`config.mk`:
```
export PLATFORM = sky130hd
export DESIGN_NAME = butterfly_r2_cfg_flat
export DESIGN_NICKNAME = d
export VERILOG_FILES = /design/src/rtl/butterfly_r2_cfg_if.sv /design/src/rtl/butterfly_r2_cfg.sv /design/src/flat_wrapper.sv
export SDC_FILE = /design/constraint.sdc
export NUM_CORES = 2
export LEC_CHECK = 0
export BUFFER_PORTS_ARGS = -buffer_cell sky130_fd_sc_hd__buf_4
export CAP_MARGIN = 40
export CORE_MARGIN = 3
export CORE_UTILIZATION = 40
export CTS_CLUSTER_SIZE = 16
export DETAILED_ROUTE_END_ITERATION = 10
export SLEW_MARGIN = 20
export SYNTH_ARGS = -nofsm -noshare
export SYNTH_HDL_FRONTEND = slang
export SYNTH_SLANG_ARGS = --single-unit
```
`constraint.sdc`:
```
create_clock -name clk -period 19.7 [get_ports clk]
set_input_delay 0 -clock clk [delete_from_list [all_inputs] [get_ports clk]]
set_output_delay 0 -clock clk [all_outputs]
set_load 0.03 [all_outputs]
```
`src/rtl/butterfly_r2_cfg_if.sv`:
```
// butterfly_r2_cfg_if: sample, mode and result signals of the radix-2 butterfly
interface butterfly_r2_cfg_if #(parameter int DW = 16, parameter int TW = 16);
  logic in_vld, scale, inv, ovf_clr, out_vld, ovf;
  logic signed [DW-1:0] xp_re, xp_im, xq_re, xq_im;
  logic signed [TW-1:0] w_re, w_im;
  logic signed [DW-1:0] yp_re, yp_im, yq_re, yq_im;
  modport master (
    output in_vld, scale, inv, ovf_clr, xp_re, xp_im, xq_re, xq_im, w_re, w_im,
    input  out_vld, ovf, yp_re, yp_im, yq_re, yq_im
  );
  modport slave (
    input  in_vld, scale, inv, ovf_clr, xp_re, xp_im, xq_re, xq_im, w_re, w_im,
    output out_vld, ovf, yp_re, yp_im, yq_re, yq_im
  );
endinterface

```
`src/rtl/butterfly_r2_cfg.sv`:
```
// butterfly_r2_cfg: 3-stage radix-2 DIT butterfly with scaling, conjugate twiddle, rounding and saturation
module butterfly_r2_cfg #(
  parameter int DW = 16,
  parameter int TW = 16,
  parameter bit SAT_EN = 1
) (
  input logic clk,
  input logic rst,
  butterfly_r2_cfg_if.slave bus
);
  localparam int MW = DW + TW + 1;
  localparam int AW = DW + TW - 1;
  localparam int PW = DW + TW + 2;
  localparam int SW = DW + TW + 3;
  localparam logic signed [SW-1:0] MAXV = {{(SW-DW+1){1'b0}}, {(DW-1){1'b1}}};
  localparam logic signed [SW-1:0] MINV = ~MAXV;
  localparam logic signed [SW-1:0] RH0 = {{(SW-1){1'b0}}, 1'b1} << (TW-2);
  localparam logic signed [SW-1:0] RH1 = {{(SW-1){1'b0}}, 1'b1} << (TW-1);
  logic v1, v2, sc1, sc2;
  logic signed [TW:0] wr, wi;
  logic signed [MW-1:0] m_rr, m_ii, m_ri, m_ir;
  logic signed [AW-1:0] ar1, ai1, ar2, ai2;
  logic signed [PW-1:0] pr2, pi2;
  logic signed [SW-1:0] sp_r, sp_i, sq_r, sq_i;
  logic [DW:0] fp_r, fp_i, fq_r, fq_i;
  // returns {out_of_range, final DW-bit value}
  function automatic logic [DW:0] fin(input logic signed [SW-1:0] s, input logic sc);
    logic signed [SW-1:0] r;
    logic hi, lo;
    r = (s + (sc ? RH1 : RH0)) >>> (sc ? TW : TW - 1);
    hi = r > MAXV;
    lo = r < MINV;
    return {hi | lo, (SAT_EN && hi) ? MAXV[DW-1:0] : (SAT_EN && lo) ? MINV[DW-1:0] : r[DW-1:0]};
  endfunction
  always_comb begin
    wr = (TW+1)'(bus.w_re);
    wi = bus.inv ? -(TW+1)'(bus.w_im) : (TW+1)'(bus.w_im);
    sp_r = SW'(ar2) + SW'(pr2);
    sq_r = SW'(ar2) - SW'(pr2);
    sp_i = SW'(ai2) + SW'(pi2);
    sq_i = SW'(ai2) - SW'(pi2);
    fp_r = fin(sp_r, sc2);
    fp_i = fin(sp_i, sc2);
    fq_r = fin(sq_r, sc2);
    fq_i = fin(sq_i, sc2);
  end
  always_ff @(posedge clk or posedge rst) begin
    if (rst) begin
      {v1, v2, sc1, sc2} <= '0;
      {m_rr, m_ii, m_ri, m_ir} <= '0;
      {ar1, ai1, ar2, ai2, pr2, pi2} <= '0;
      bus.out_vld <= 1'b0;
      bus.ovf <= 1'b0;
      {bus.yp_re, bus.yp_im, bus.yq_re, bus.yq_im} <= '0;
    end else begin
      v1 <= bus.in_vld;
      v2 <= v1;
      bus.out_vld <= v2;
      bus.ovf <= (v2 & (fp_r[DW] | fp_i[DW] | fq_r[DW] | fq_i[DW])) | (bus.ovf & ~bus.ovf_clr);
      if (bus.in_vld) begin
        sc1 <= bus.scale;
        m_rr <= MW'(bus.xq_re) * MW'(wr);
        m_ii <= MW'(bus.xq_im) * MW'(wi);
        m_ri <= MW'(bus.xq_re) * MW'(wi);
        m_ir <= MW'(bus.xq_im) * MW'(wr);
        ar1 <= {bus.xp_re, {(TW-1){1'b0}}};
        ai1 <= {bus.xp_im, {(TW-1){1'b0}}};
      end
      if (v1) begin
        sc2 <= sc1;
        pr2 <= PW'(m_rr) - PW'(m_ii);
        pi2 <= PW'(m_ri) + PW'(m_ir);
        ar2 <= ar1;
        ai2 <= ai1;
      end
      if (v2) begin
        bus.yp_re <= fp_r[DW-1:0];
        bus.yp_im <= fp_i[DW-1:0];
        bus.yq_re <= fq_r[DW-1:0];
        bus.yq_im <= fq_i[DW-1:0];
      end
    end
  end
endmodule

```
`src/flat_wrapper.sv`:
```
// flat-port wrapper written by rule: the top's interface ports become plain ports
module butterfly_r2_cfg_flat 
#(
  parameter int DW = 16,
  parameter int TW = 16,
  parameter bit SAT_EN = 1
)
  (clk, rst, bus_in_vld, bus_scale, bus_inv, bus_ovf_clr, bus_xp_re, bus_xp_im, bus_xq_re, bus_xq_im, bus_w_re, bus_w_im, bus_out_vld, bus_ovf, bus_yp_re, bus_yp_im, bus_yq_re, bus_yq_im);
  butterfly_r2_cfg_if #(.DW(DW), .TW(TW)) bus_i ();
  input logic clk;
  input logic rst;
  input wire logic [$bits(bus_i.in_vld)-1:0] bus_in_vld;
  input wire logic [$bits(bus_i.scale)-1:0] bus_scale;
  input wire logic [$bits(bus_i.inv)-1:0] bus_inv;
  input wire logic [$bits(bus_i.ovf_clr)-1:0] bus_ovf_clr;
  input wire logic [$bits(bus_i.xp_re)-1:0] bus_xp_re;
  input wire logic [$bits(bus_i.xp_im)-1:0] bus_xp_im;
  input wire logic [$bits(bus_i.xq_re)-1:0] bus_xq_re;
  input wire logic [$bits(bus_i.xq_im)-1:0] bus_xq_im;
  input wire logic [$bits(bus_i.w_re)-1:0] bus_w_re;
  input wire logic [$bits(bus_i.w_im)-1:0] bus_w_im;
  output wire logic [$bits(bus_i.out_vld)-1:0] bus_out_vld;
  output wire logic [$bits(bus_i.ovf)-1:0] bus_ovf;
  output wire logic [$bits(bus_i.yp_re)-1:0] bus_yp_re;
  output wire logic [$bits(bus_i.yp_im)-1:0] bus_yp_im;
  output wire logic [$bits(bus_i.yq_re)-1:0] bus_yq_re;
  output wire logic [$bits(bus_i.yq_im)-1:0] bus_yq_im;
  assign bus_i.in_vld = bus_in_vld;
  assign bus_i.scale = bus_scale;
  assign bus_i.inv = bus_inv;
  assign bus_i.ovf_clr = bus_ovf_clr;
  assign bus_i.xp_re = bus_xp_re;
  assign bus_i.xp_im = bus_xp_im;
  assign bus_i.xq_re = bus_xq_re;
  assign bus_i.xq_im = bus_xq_im;
  assign bus_i.w_re = bus_w_re;
  assign bus_i.w_im = bus_w_im;
  assign bus_out_vld = bus_i.out_vld;
  assign bus_ovf = bus_i.ovf;
  assign bus_yp_re = bus_i.yp_re;
  assign bus_yp_im = bus_i.yp_im;
  assign bus_yq_re = bus_i.yq_re;
  assign bus_yq_im = bus_i.yq_im;
  butterfly_r2_cfg #(.DW(DW), .TW(TW), .SAT_EN(SAT_EN)) u_core (.clk(clk), .rst(rst), .bus(bus_i));
endmodule
```
==> flow_summary.json <==
{
  "dr.pass1.iters": 5,
  "worstPathRequired_ps": 20190,
  "ys_ff_latch": 332,
  "slew_headroom": 0.441,
  "maxSlewViolCount": 0,
  "start_util": 0.406,
  "async_flop_share": 1.00,
  "rsz0062_at_grt": "false",
  "cts_max_path_buffers": 3,
  "tns_ps": 0,
  "root_buffer": "clkbuf_16",
  "dp_worst_setup_slack_ps": 11380,
  "max_stage_delay_ps": 550,
  "syn_area_um2": 62100,
  "coreArea_um2": 153000,
  "final_common_cell": "inv_1",
  "slowest_stage": "fa_1",
  "setup_ws_ps": 11560,
  "cts_htree_levels": 2,
  "worstPathArrival_ps": 8630,
  "min_period_over_period": 0.413,
  "period_needed_ps": 8140,
  "postSynthCellCount": 6739,
  "drt_wl_total_um": 166000,
  "grt.overflow.total": 0,
  "hold_violations": 0,
  "dieArea_um2": 160000,
  "rows": 143,
  "viasPerCell": 5.14,
  "die_height_um": 400,
  "fin_skew_ps": 53.1,
  "synth-edff-count": 0,
  "hold_class": "in2async",
  "crit_path_start_kind": "primary input",
  "vias": 45400,
  "area_growth_pct": 8.36,
  "status": "finished, final reports clean",
  "synth_fp_nets": 8476,
  "gp_congestion": 0.876,
  "crit_type": "in2reg",
  "grt_pass1_vias": 48000,
  "cts_resized": 0,
  "grtUsageTotal": 0.213,
  "die_w_um": 400,
  "fmax_mhz": 123,
  "grt_pass1_wl_um": 269000,
  "mostFrequentLayoutCells": "inv_1, fa_1, nand2_1",
  "io_pins": 168,
  "yosysSeqAreaShare": 0.134,
  "drc": 0,
  "r2r_start": "u_core.sc2",
  "dp_hpwl_um": 130000,
  "critPathMostFrequentCell": "fa_1",
  "post_cts_buffers": 0,
  "antenna_found_initial": 11,
  "r2r_slack_ps": 14440,
  "dr.first_iter.drc_count": 2789,
  "synth_flop_cell": "dfrtp_1",
  "routedWlPerCell_um": 18.8,
  "portBuffers": 167,
  "worstMarginPinSlew_ps": 838,
  "grt_max_degree": 86,
  "cts_buffers": 41,
  "crit_start": "bus_w_im[0]",
  "clock_latency_ps": 640,
  "nets": 8503,
  "finish.utilization": 0.439,
  "timing.rr.end": "u_core.bus.ovf",
  "reg2reg_depth": 16,
  "critPathMaxFanout": 33,
  "cts.sinks": 332,
  "max_cap_viol_count": 0,
  "clkSlewWorstSetupHoldPaths_ps": 60,
  "tritoncts": "built",
  "setup_viol": 0,
  "ys_warn_count": 0,
  "antenna_left": 0,
  "drive_above_1_share": 0.0798,
  "avgSynthCellArea_um2": 9.22,
  "synth_cell_types": 94,
  "setup.worst_path.end_class": "register"
}
[flip-flops by register name, indices dropped and copies added (netlist names), 32 cells and up]
signal	count
u_core.pi2	34
u_core.pr2	34
u_core.m_ii	33
u_core.m_ri	33
u_core.m_ir	32
u_core.m_rr	32
[worst max-delay path: cells and delay by family]
family	cells	cell delay [ps]
adders and majority gates	8	3560
and+or+nand+nor	5	1070
AOI/OAI and AO/OA	7	1780
muxes	1	260
xor gates and xnor gates	2	260
buffers and inverters	8	1670
[cell type report]
| class | count | area (um^2) |
|---|---|---|
| multi-input combinational | 4722 | 47600 |
| tap | 2030 | 2540 |
| timing repair buffer | 268 | 2250 |
| sequential | 332 | 8320 |
| clock inverter | 16 | 183 |
| fill | 14900 | 85900 |
| clock buffer | 57 | 1190 |
| antenna | 2 | 5.00 |
| inverter | 1401 | 5270 |
[synthesized netlist by cell type, types with 52 or more instances]
library cell,count,area share
a21o_1,106,0.013
a21oi_1,219,0.018
a31oi_1,52,0.0052
and2_1,454,0.046
clkbuf_1,266,0.016
dfrtp_1,332,0.13
fa_1,1084,0.35
ha_1,551,0.11
inv_1,1398,0.084
mux2_2,161,0.029
nand2_1,760,0.046
nand2b_1,66,0.0066
nand3_1,55,0.0044
nor2_1,229,0.014
nor3_1,53,0.0043
o21ai_0,157,0.013
xnor2_1,184,0.026
xor2_1,60,0.0085
[routing by layer]
layer / vias up / GRT usage / part of all wire
li1: 21000 / - / -
met1: 23000 / 0.299 / 0.46
met2: 1191 / 0.351 / 0.46
met3: 210 / 0.0307 / 0.060
met4: 6 / 0.0438 / 0.022
met5: - / 0 / 0.00023
[cell families (layout without fill, tap and decap cells)]
group                    Yosys count  after routing  share of synthesized area
flip-flops                       332            332                      0.134
buffers and inverters           1685           1742                      0.102
XOR/XNOR                         246            246                     0.0349
AO/OA/AOI/OAI                    878            878                     0.0968
multiplexers                     182            182                     0.0326
AND/OR/NAND/NOR                 1781           1781                      0.139
other                              0              2                          0
adder cells (fa/ha/maj)         1635           1635                      0.460
[timing repair]
action | CTS | global route
endpoints found under the setup margin | 0 | 0
hold endpoints to repair | 137 | 0
hold buffers | 58 | 0
[metrics by stage]
step | area, um^2 | instances | hold slack (ps)
after detailed placement | 65300 | 8692 | 168
after global placement | 65200 | 8687 | 164
final | 67300 | 8828 | 69.4
after floorplan | 62100 | 6739 | 31.4
after CTS | 67200 | 8823 | 62.1
after global routing | 67300 | 8826 | 117
[how the worst max path moves through the flow]
stage,end,cells after the start
global placement,u_core.m_ii[31],30
floorplan,u_core.ai1[15],1
detailed placement,u_core.m_ii[31],30
global route,u_core.m_ii[31],31
finish,u_core.m_ii[31],31
CTS,u_core.m_ii[31],31
Power is not shown: default switching activity piles up to over one toggle a cycle in this logic, so the estimate is an artifact.
